$ cat config.mk
export PLATFORM = sky130hd
export DESIGN_NAME = domain_cfg_sync_flat
export DESIGN_NICKNAME = d
export VERILOG_FILES = /design/src/rtl/domain_cfg_sync_if.sv /design/src/rtl/domain_cfg_sync.sv /design/src/flat_wrapper.sv
export SDC_FILE = /design/constraint.sdc
export NUM_CORES = 1
export LEC_CHECK = 0
export CORE_MARGIN = 2
export CORE_UTILIZATION = 47
export DETAILED_ROUTE_END_ITERATION = 10
export DONT_BUFFER_PORTS = 1
export GPL_TIMING_DRIVEN = 1
export SETUP_SLACK_MARGIN = 0.02
export SKIP_CTS_REPAIR_TIMING = 1
export SLEW_MARGIN = 20
export SYNTH_ARGS = -nofsm -noshare
export SYNTH_HDL_FRONTEND = slang
export SYNTH_SLANG_ARGS = --single-unit
$ cat constraint.sdc
create_clock -name clk_i -period 4.6 [get_ports clk_i]
set_input_delay 0.92 -clock clk_i [delete_from_list [all_inputs] [get_ports clk_i]]
set_output_delay 0.92 -clock clk_i [all_outputs]
set_load 0.005 [all_outputs]
$ cat src/rtl/domain_cfg_sync_if.sv
// domain_cfg_sync_if: config inputs and published outputs of domain_cfg_sync.
// Glitch-counter signals exist only when DOMAIN_CFG_SYNC_GLITCH_CNT_EN is defined.
interface domain_cfg_sync_if #(
   parameter int NUM_CH = 2,
   parameter int WIDTH  = 8
);
   logic [NUM_CH*WIDTH-1:0] cfg_i;
   logic [NUM_CH*WIDTH-1:0] cfg_o;
   logic [NUM_CH-1:0]       cfg_valid_o;
   logic [NUM_CH-1:0]       cfg_chg_o;
   logic                    domain_rst_n_o;
   logic                    busy_o;
`ifdef DOMAIN_CFG_SYNC_GLITCH_CNT_EN
   logic [NUM_CH*8-1:0]     glitch_cnt_o;
   logic                    glitch_clr_i;
   modport master (output cfg_i, glitch_clr_i,
                   input  cfg_o, cfg_valid_o, cfg_chg_o, domain_rst_n_o, busy_o, glitch_cnt_o);
   modport slave  (input  cfg_i, glitch_clr_i,
                   output cfg_o, cfg_valid_o, cfg_chg_o, domain_rst_n_o, busy_o, glitch_cnt_o);
`else
   modport master (output cfg_i,
                   input  cfg_o, cfg_valid_o, cfg_chg_o, domain_rst_n_o, busy_o);
   modport slave  (input  cfg_i,
                   output cfg_o, cfg_valid_o, cfg_chg_o, domain_rst_n_o, busy_o);
`endif
endinterface

$ cat src/rtl/domain_cfg_sync.sv
// domain_cfg_sync: synchronises and stability-filters NUM_CH config words, then sequences a domain reset.
// Define DOMAIN_CFG_SYNC_GLITCH_CNT_EN to add per-channel rejected-glitch counters.
module domain_cfg_sync #(
   parameter int NUM_CH           = 2,
   parameter int WIDTH            = 8,
   parameter int SYNC_STAGES      = 2,
   parameter int STABLE_CYCLES    = 4,
   parameter int RST_HOLD_CYCLES  = 8,
   parameter int RESYNC_ON_CHANGE = 0
) (
   input logic              clk_i,
   input logic              reset_n_i,
   domain_cfg_sync_if.slave bus
);
   localparam int NW = NUM_CH*WIDTH;
   localparam int CW = $clog2(STABLE_CYCLES+1);
   localparam int HW = RST_HOLD_CYCLES > 1 ? $clog2(RST_HOLD_CYCLES) : 1;
   localparam logic [CW-1:0] CNT_MAX   = CW'(STABLE_CYCLES);
   localparam logic [HW-1:0] HOLD_LAST = HW'(RST_HOLD_CYCLES-1);
   localparam logic [1:0] S_HOLD = 2'd0, S_WAIT = 2'd1, S_RUN = 2'd2;

   logic [SYNC_STAGES-1:0][NW-1:0] sync_q;
   logic [NW-1:0]     cfg_w;
   logic [NUM_CH-1:0] valid_w, chg_w;
   logic [1:0]        state, state_nx;
   logic [HW-1:0]     hcnt;
   logic              rst_q, busy_q, resync;

   always_ff @(posedge clk_i or negedge reset_n_i)
      if (!reset_n_i) sync_q <= '0;
      else sync_q <= {sync_q[SYNC_STAGES-2:0], bus.cfg_i};

`ifdef DOMAIN_CFG_SYNC_GLITCH_CNT_EN
   logic [NUM_CH*8-1:0] glitch_w;
   assign bus.glitch_cnt_o = glitch_w;
`endif

   for (genvar k = 0; k < NUM_CH; k++) begin : g_ch
      logic [WIDTH-1:0] sync_w, cand, pub;
      logic [CW-1:0]    cnt;
      logic             vld, chg, reload, publish;
      assign sync_w  = sync_q[SYNC_STAGES-1][k*WIDTH +: WIDTH];
      assign reload  = sync_w != cand;
      // First publish happens even when the stable value equals the reset value of cfg_o
      assign publish = cnt == CNT_MAX && (pub != cand || !vld);
      always_ff @(posedge clk_i or negedge reset_n_i)
         if (!reset_n_i) begin
            cand <= '0;
            cnt  <= '0;
            pub  <= '0;
            vld  <= 1'b0;
            chg  <= 1'b0;
         end else begin
            if (reload) begin
               cand <= sync_w;
               cnt  <= '0;
            end else if (cnt < CNT_MAX) cnt <= cnt + CW'(1);
            if (publish) begin
               pub <= cand;
               vld <= 1'b1;
            end
            chg <= publish;
         end
      assign cfg_w[k*WIDTH +: WIDTH] = pub;
      assign valid_w[k] = vld;
      assign chg_w[k]   = chg;
`ifdef DOMAIN_CFG_SYNC_GLITCH_CNT_EN
      logic [7:0] gcnt;
      always_ff @(posedge clk_i or negedge reset_n_i)
         if (!reset_n_i) gcnt <= '0;
         else if (bus.glitch_clr_i) gcnt <= '0;
         else if (reload && cnt != '0 && cnt < CNT_MAX && gcnt != 8'hFF) gcnt <= gcnt + 8'd1;
      assign glitch_w[k*8 +: 8] = gcnt;
`endif
   end

   assign resync = RESYNC_ON_CHANGE != 0 && |chg_w;

   always_comb
      state_nx = state == S_HOLD ? (hcnt == HOLD_LAST ? S_WAIT : S_HOLD) :
                 state == S_WAIT ? (&valid_w ? S_RUN : S_WAIT) :
                 (resync ? S_HOLD : S_RUN);

   always_ff @(posedge clk_i or negedge reset_n_i)
      if (!reset_n_i) begin
         state  <= S_HOLD;
         hcnt   <= '0;
         rst_q  <= 1'b0;
         busy_q <= 1'b1;
      end else begin
         state  <= state_nx;
         hcnt   <= (state == S_HOLD && state_nx == S_HOLD) ? hcnt + HW'(1) : '0;
         rst_q  <= state_nx == S_RUN;
         busy_q <= state_nx != S_RUN;
      end

   assign bus.cfg_o          = cfg_w;
   assign bus.cfg_valid_o    = valid_w;
   assign bus.cfg_chg_o      = chg_w;
   assign bus.domain_rst_n_o = rst_q;
   assign bus.busy_o         = busy_q;
endmodule

$ cat src/flat_wrapper.sv
// flat-port wrapper written by rule: the top's interface ports become plain ports
module domain_cfg_sync_flat 
#(
   parameter int NUM_CH           = 2,
   parameter int WIDTH            = 8,
   parameter int SYNC_STAGES      = 2,
   parameter int STABLE_CYCLES    = 4,
   parameter int RST_HOLD_CYCLES  = 8,
   parameter int RESYNC_ON_CHANGE = 0
)
  (clk_i, reset_n_i, bus_cfg_i, bus_cfg_o, bus_cfg_valid_o, bus_cfg_chg_o, bus_domain_rst_n_o, bus_busy_o);
  domain_cfg_sync_if #(.NUM_CH(NUM_CH), .WIDTH(WIDTH)) bus_i ();
  input logic clk_i;
  input logic reset_n_i;
  input wire logic [$bits(bus_i.cfg_i)-1:0] bus_cfg_i;
  output wire logic [$bits(bus_i.cfg_o)-1:0] bus_cfg_o;
  output wire logic [$bits(bus_i.cfg_valid_o)-1:0] bus_cfg_valid_o;
  output wire logic [$bits(bus_i.cfg_chg_o)-1:0] bus_cfg_chg_o;
  output wire logic [$bits(bus_i.domain_rst_n_o)-1:0] bus_domain_rst_n_o;
  output wire logic [$bits(bus_i.busy_o)-1:0] bus_busy_o;
  assign bus_i.cfg_i = bus_cfg_i;
  assign bus_cfg_o = bus_i.cfg_o;
  assign bus_cfg_valid_o = bus_i.cfg_valid_o;
  assign bus_cfg_chg_o = bus_i.cfg_chg_o;
  assign bus_domain_rst_n_o = bus_i.domain_rst_n_o;
  assign bus_busy_o = bus_i.busy_o;
  domain_cfg_sync #(.NUM_CH(NUM_CH), .WIDTH(WIDTH), .SYNC_STAGES(SYNC_STAGES), .STABLE_CYCLES(STABLE_CYCLES), .RST_HOLD_CYCLES(RST_HOLD_CYCLES), .RESYNC_ON_CHANGE(RESYNC_ON_CHANGE)) u_core (.clk_i(clk_i), .reset_n_i(reset_n_i), .bus(bus_i));
endmodule
==> results of run 1 <==
==> metrics by stage <==
step | worst slack (ns) | total power [mW] | cell area, um2
global route | 2.77 | 1.38 | 3130
CTS | 2.80 | 1.34 | 3130
global placement | 3.03 | 0.779 | 2910
floorplan | 3.13 | 0.778 | 2900
detailed placement | 3.00 | 0.780 | 2910
finish | 2.82 | 1.32 | 3130
==> layout by cell type, fill, tap and decap left out, types with 2 or more instances in the layout <==
| cell type | netlist | final |
|---|---|---|
| sky130_fd_sc_hd__ha_1 | 6 | 6 |
| sky130_fd_sc_hd__bufinv_16 | 0 | 2 |
| sky130_fd_sc_hd__mux2i_1 | 2 | 2 |
| sky130_fd_sc_hd__clkbuf_1 | 16 | 2 |
| sky130_fd_sc_hd__nand2b_1 | 2 | 2 |
| sky130_fd_sc_hd__dfrtp_1 | 80 | 80 |
| sky130_fd_sc_hd__nor4_1 | 7 | 7 |
| sky130_fd_sc_hd__inv_1 | 8 | 8 |
| sky130_fd_sc_hd__mux2_4 | 4 | 4 |
| sky130_fd_sc_hd__nor3_1 | 3 | 3 |
| sky130_fd_sc_hd__xnor2_1 | 2 | 2 |
| sky130_fd_sc_hd__a41o_2 | 2 | 2 |
| sky130_fd_sc_hd__xor2_1 | 32 | 32 |
| sky130_fd_sc_hd__and2_1 | 2 | 2 |
| sky130_fd_sc_hd__mux2_1 | 12 | 12 |
| sky130_fd_sc_hd__nor2_1 | 10 | 10 |
| sky130_fd_sc_hd__clkbuf_8 | 0 | 10 |
| sky130_fd_sc_hd__nand2_1 | 4 | 4 |
==> metal layers <==
| layer | vias to the layer above | wire (um) | global-route usage, % |
|---|---|---|---|
| li1 | 607 | - | - |
| met1 | 661 | 1780 | 17.7 |
| met2 | 28 | 1900 | 19.7 |
| met3 | 11 | 187 | 4.13 |
| met4 | 0 | 99 | 8.36 |
| met5 | - | 0 | 0 |
==> registers in the layout, summed over array words and instances (netlist names) <==
signal                     cells
u_core.g_ch.cand              16
u_core.hcnt                    3
u_core.g_ch.sync_w            16
u_core.g_ch.vld                2
u_core.g_ch.pub               16
u_core.sync_q                 16
u_core.g_ch.chg                2
u_core.g_ch.cnt                6
u_core.bus.domain_rst_n_o      1
u_core.state                   2
u_core.bus.busy_o              1
==> layout make-up <==
class                           count  area (um2)  share of cell area (%)
Clock inverter                      4        76.3                    2.44
Sequential cell                    81        2030                    64.9
Inverter                            8        30.0                   0.960
Multi-Input combinational cell     89         753                    24.1
Clock buffer                       12         145                    4.64
Tap cell                           75        93.8                    3.00
==> kinds of logic (layout without fill, tap and decap cells) <==
group / count (synthesis) / in the layout / share of synthesized area [%]
DFF: 81 / 81 / 69.9
xor gates and xnor gates: 34 / 34 / 10.3
and+or+nand+nor: 28 / 28 / 4.70
buffers and inverters: 28 / 24 / 4.14
muxes: 18 / 18 / 7.42
adders and majority gates: 6 / 6 / 2.59
AOI/OAI and AO/OA: 3 / 3 / 0.992
==> power breakdown <==
part           leakage [nW]  internal [mW]  switching, mW
Combinational         0.436         0.0102        0.00711
Clock                 0.107          0.322          0.235
Sequential             1.01          0.733         0.0152
==> synth_stat cells <==
cell type                   n  area share, %
sky130_fd_sc_hd__clkbuf_1  16            2.1
sky130_fd_sc_hd__nand2_1    4           0.52
sky130_fd_sc_hd__xor2_1    32            9.7
sky130_fd_sc_hd__ha_1       6            2.6
sky130_fd_sc_hd__mux2_4     4            2.1
sky130_fd_sc_hd__a31oi_1    1           0.22
sky130_fd_sc_hd__mux2i_1    2           0.69
sky130_fd_sc_hd__dfstp_2    1           0.91
sky130_fd_sc_hd__buf_4      4            1.0
sky130_fd_sc_hd__nor3_1     3           0.52
sky130_fd_sc_hd__xnor2_1    2           0.60
sky130_fd_sc_hd__dfrtp_1   80             69
sky130_fd_sc_hd__inv_1      8            1.0
sky130_fd_sc_hd__nor2_1    10            1.3
sky130_fd_sc_hd__and2_1     2           0.43
sky130_fd_sc_hd__nand2b_1   2           0.43
sky130_fd_sc_hd__mux2_1    12            4.7
sky130_fd_sc_hd__a41o_2     2           0.78
sky130_fd_sc_hd__nor4_1     7            1.5
==> worst max path at each step <==
stage / startpoint / to / slack, ns / cells after the start
global placement: u_core.g_ch[1].cand[7] / u_core.g_ch[1].pub[4] / 3.03 / 4
floorplan: u_core.g_ch[0].cand[2] / u_core.g_ch[0].pub[0] / 3.13 / 4
CTS: u_core.bus.busy_o / bus_busy_o / 2.80 / 0
global route: u_core.bus.busy_o / bus_busy_o / 2.77 / 0
finish: u_core.bus.busy_o / bus_busy_o / 2.82 / 0
detailed placement: u_core.g_ch[1].cand[7] / u_core.g_ch[1].pub[1] / 3.00 / 4
==> impl_summary.txt, run 1 <==
----------------------------------------------------
[Finish]
  Fill cell instance count of the final layout ... 514
  Ant diodes ... 0
  Ratio of cells with drive above 1 in the final layout ... 10.8%
  Nets@finish ... 213
  Growth of design area from synthesis to finish ... 7.76%
  Non-filler cells in the finished layout ... 269
  Post-route core utilization ... 52.5%

[Min path]
  Type of the worst min-delay path ... input pin to async pin

[STA]
  Worst-case headroom to the max-slew limit ... 76.0%
  Minimum hold slack ... 0.271 ns
  Post-route clock period utilization ... 38.7%
  Setup repair after global routing missed its margin ... no
  Worst Max-Slew Pin Slew ... 0.356 ns
  Time the final worst path needs with I/O delays and setup ... 1.78 ns
  Final Hold Viols ... 0
  Final Max Tran Viols ... 0
  Achievable Freq ... 561 MHz
  Clock Skew ... 0.00837 ns
  Setup tns final ... 0 ns
  Count of endpoints failing setup in the final report ... 0

[CTS]
  Clock tree root driver cell ... sky130_fd_sc_hd__clkbuf_8
  Maximum level of the CTS H-tree ... 3
  Worst skew pair latency ... 0.34 ns
  Total CTS buffers ... 9
  CTS Sinks ... 81
  Clk slew on worst S/H paths ... 0.08 ns
  Number of buffers on the longest clock path ... 2
  TritonCTS clock tree ... done

[Worst setup path]
  Crit path launch type ... flop
  Endpoint type of the worst setup path ... primary output
  Crit-path max FO ... 1
  Slack of the worst reg-to-reg path ... 3.01 ns
  Type of the worst setup path ... flop to primary output
  Critical R2R Launch ... u_core.g_ch[1].cand[7]
  Arrival time at the worst endpoint ... 0.86 ns
  Worst reg2reg path depth ... 4
  Capture instance of the worst register-to-register path ... u_core.g_ch[1].pub[1]
  Required @ worst endpoint ... 3.68 ns

[Detailed routing]
  Post-DRT Antenna Nets ... 0
  Aggregate routed wire length ... 3970 um
  Drt initial violations ... 60
  Length of the first detailed-routing pass in iterations ... 2
  Residual DRC count ... 0
  Via density per instance ... 4.86
  Routed length per placed instance ... 14.8 um
  Total number of vias ... 1307

[Die]
  Die height ... 82.6 um
  Die extent in x ... 82.6 um
  Cell Rows ... 28
  Starting utilization of the core area ... 48.7%
  Die Area ... 6820 um2
  Core area ... 5960 um2
  I/O pin count ... 40

[Global route]
  Via count of the first global-routing pass ... 1373
  Total grt overflow ... 0
  Antenna violations before repair ... 0
  Wire length of the first global-routing pass ... 6530 um
  Pin count of the biggest net entering global routing ... 82
  Global-route usage over all layers ... 13.5%

[Synth]
  Cells after Synth ... 198
  Synth Cell Area ... 2900 um2
  Number of synthesized register bits ... 81
  Share of the yosys chip area belonging to registers ... 69.9%
  Net count after synthesis ... 222
  Mean cell area of the mapped netlist ... 14.7 um2
  Library cells used by synthesis ... 19
  Total number of yosys warnings ... 0

[Place]
  Post-DP HPWL ... 2770 um
  Placed insts ... 253
  # port buffers ... 0
  Placer's final routability congestion estimate ... 0.693

[Pwr]
  Leakage power ... 1.56 nW
  VDD IR-drop max ... 238 uV
  Areal power density over the cells ... 423 nW/um2

[Run status]
  Result of the run ... finished, final reports clean

[Run]
  Total of max-cap violations ... 0

----------------------------------------------------
(Power assumes the default switching activity.)
==> run 2, diff against run 1 <==
clock period = 1.7 ns   (was 4.6 ns; I/O delays follow)
==> run 2 against run 1 <==
  * Global-route usage is 0.72 points higher
  * First-iteration DRC count is 27% lower
  * Clock power grew to 2.8 times the previous value
  * The flow now finishes with violations (hold timing)
  * Critical endpoint is now u_core.g_ch[1].pub[1]
  * Critical path type is now flop to flop
  * Highest routed layer unchanged
  * Die area stayed put
  * Power grew to 2.7 times the previous value
  * Largest cell class unchanged
==> impl_summary.txt, run 2 (synthesis gave the netlist of run 1 again) <==
----------------------------------------------------
[STA]
  Setup repair after global routing missed its margin ... no
  Post-route clock period utilization ... 93.4%
  Count of endpoints failing setup in the final report ... 0 (unchanged)
  Worst Max-Slew Pin Slew ... 0.297 ns (-0.0593 ns)
  Time the final worst path needs with I/O delays and setup ... 1.59 ns
  Final Hold Viols ... 81 (+81)
  Clock Skew ... 0.00634 ns (-0.00203 ns)
  Minimum hold slack ... -0.310 ns (-0.580 ns)
  Worst-case headroom to the max-slew limit ... 80.0% (+4.0 points)
  Final Max Tran Viols ... 0 (unchanged)
  Achievable Freq ... 630 MHz
  Setup tns final ... 0 ns (unchanged)

[Pwr]
  VDD IR-drop max ... 659 uV (+180%)
  Areal power density over the cells ... 1140 nW/um2 (+170%)
  Leakage power ... 1.59 nW (+2.5%)

[Global route]
  Antenna violations before repair ... 0 (unchanged)
  Total grt overflow ... 0 (unchanged)
  Global-route usage over all layers ... 14.2% (+0.72 points)
  Wire length of the first global-routing pass ... 6930 um (+6.1%)
  Pin count of the biggest net entering global routing ... 82 (unchanged)
  Via count of the first global-routing pass ... 1458 (+6.2%)

[Worst setup path]
  Crit path largest cell delay ... 0.42 ns
  Buffer and inverter count on the worst path ... 0
  Type of the worst setup path ... flop to flop
  Required @ worst endpoint ... 1.92 ns (-1.76 ns)
  Crit path launch type ... flop
  Crit-path max FO ... 3 (+2)
  Slowest library cell on the worst path ... sky130_fd_sc_hd__dfrtp_1
  Arrival time at the worst endpoint ... 1.81 ns (+0.95 ns)
  Family with the most delay on the worst path ... flip-flops
  Endpoint type of the worst setup path ... flop
  Cells along the critical path ... xor2_1, nor4_1, a41o_2, mux2_4

[Place]
  Placed insts ... 255 (+0.79%)
  # port buffers ... 0 (unchanged)
  Post-DP HPWL ... 2910 um (+5.0%)
  Placer's final routability congestion estimate ... 0.767 (+11%)

[Die]
  Die height ... 82.6 um (unchanged)
  Core area ... 5960 um2 (unchanged)
  I/O pin count ... 40 (unchanged)
  Die extent in x ... 82.6 um (unchanged)
  Die Area ... 6820 um2 (unchanged)
  Cell Rows ... 28 (unchanged)
  Starting utilization of the core area ... 48.7% (unchanged)

[Detailed routing]
  Post-DRT Antenna Nets ... 0 (unchanged)
  Total number of vias ... 1320 (+0.99%)
  Aggregate routed wire length ... 4180 um (+5.2%)
  Via density per instance ... 4.80 (-1.2%)
  Routed length per placed instance ... 15.2 um (+2.9%)
  Drt initial violations ... 44 (-27%)
  Length of the first detailed-routing pass in iterations ... 3 (+1)
  Residual DRC count ... 0 (unchanged)

[Min path]
  Type of the worst min-delay path ... input pin to async pin

[CTS]
  CTS Sinks ... 81 (unchanged)
  Maximum level of the CTS H-tree ... 3 (unchanged)
  Clock tree root driver cell ... sky130_fd_sc_hd__clkbuf_8
  Number of buffers on the longest clock path ... 2 (unchanged)
  Clk slew on worst S/H paths ... 0.07 ns (about the same)
  TritonCTS clock tree ... done
  Total CTS buffers ... 9 (unchanged)
  Worst skew pair latency ... 0.34 ns (about the same)

[Finish]
  Growth of design area from synthesis to finish ... 10.3%
  Nets@finish ... 220 (+3.3%)
  Non-filler cells in the finished layout ... 275 (+2.2%)
  Most common library cell in the layout ignoring fill and taps ... sky130_fd_sc_hd__dfrtp_1
  Fill cell instance count of the final layout ... 502 (-2.3%)
  Ant diodes ... 0 (unchanged)
  Ratio of cells with drive above 1 in the final layout ... 11.5% (+0.68 points)
  Leading cell types in the layout, fill and taps excluded ... sky130_fd_sc_hd__dfrtp_1 (80), sky130_fd_sc_hd__xor2_1 (32), sky130_fd_sc_hd__mux2_1 (12), sky130_fd_sc_hd__clkbuf_8 (12), sky130_fd_sc_hd__nor2_1 (10)

[Run status]
  Violated checks ... hold timing
  Result of the run ... complete, but fails checks

[Run]
  Total of max-cap violations ... 0 (unchanged)

----------------------------------------------------
-- run 2: cell types whose count changed in the layout (fill, tap and decap cells not counted), sizes merged --
cell         before  now
dlygate4sd3       0    5
clkbuf           12   13
clkinvlp          1    0
buf               0    2
clkinv            1    0
-- run 2: stage by stage --
stage          setup WS (ns)  instance area, um2  power, mW  utilization (%)
4_1_cts               0.0949                3150       3.68             52.9
3_3_place_gp           0.173                2920       2.11             49.0
3_5_place_dp           0.103                2920       2.11             49.0
5_1_grt               0.0602                3200       3.79             53.7
6_report               0.112                3200       3.64             53.7
2_1_floorplan          0.229                2900       2.10                -
-- run 2: area by class of cell --
type / instances / area (um2) / share of cell area (%)
flip-flops and latches: 81 / 2030 / 63.4
inverters: 8 / 30.0 / 0.939
clock buffers: 13 / 169 / 5.28
well taps: 75 / 93.8 / 2.93
clock inverters: 2 / 60.1 / 1.88
repair buffers: 7 / 65.1 / 2.03
multi-input cells: 89 / 753 / 23.5
-- run 2: layer usage --
| metal | share of wire, % | global-route usage [%] |
|---|---|---|
| met2 | 50 | 21.7 |
| met1 | 44 | 17.9 |
| met5 | 0 | 0 |
| met3 | 4.7 | 4.78 |
| met4 | 1.5 | 7.87 |
-- run 2: path summary, 6_finish.rpt --
check / start / slack [ns] / cells after the start / end
min: reset_n_i / -0.31 / 0 / u_core.g_ch[0].pub[5]
max: u_core.g_ch[1].cand[2] / 0.11 / 4 / u_core.g_ch[1].pub[1]
min reg2reg: u_core.sync_q[10] / 0.35 / 0 / u_core.g_ch[1].sync_w[2]
max reg2reg: u_core.g_ch[1].cand[2] / 0.11 / 4 / u_core.g_ch[1].pub[1]
max in group asynchronous: reset_n_i / 1.83 / 0 / u_core.bus.busy_o
min in group clk_i: bus_cfg_i[7] / 0.03 / 0 / u_core.sync_q[7]
-- run 2: report_power, final --
| part | switching (mW) | internal [mW] |
|---|---|---|
| sequential | 0.0407 | 1.98 |
| combinational | 0.0218 | 0.0351 |
| clock | 0.613 | 0.941 |
==> run 3, diff against run 2 <==
SLEW_MARGIN = 30   (was 20)
==> results of run 3 <==
Final layout, timing and power as in run 2 (identical DEF).
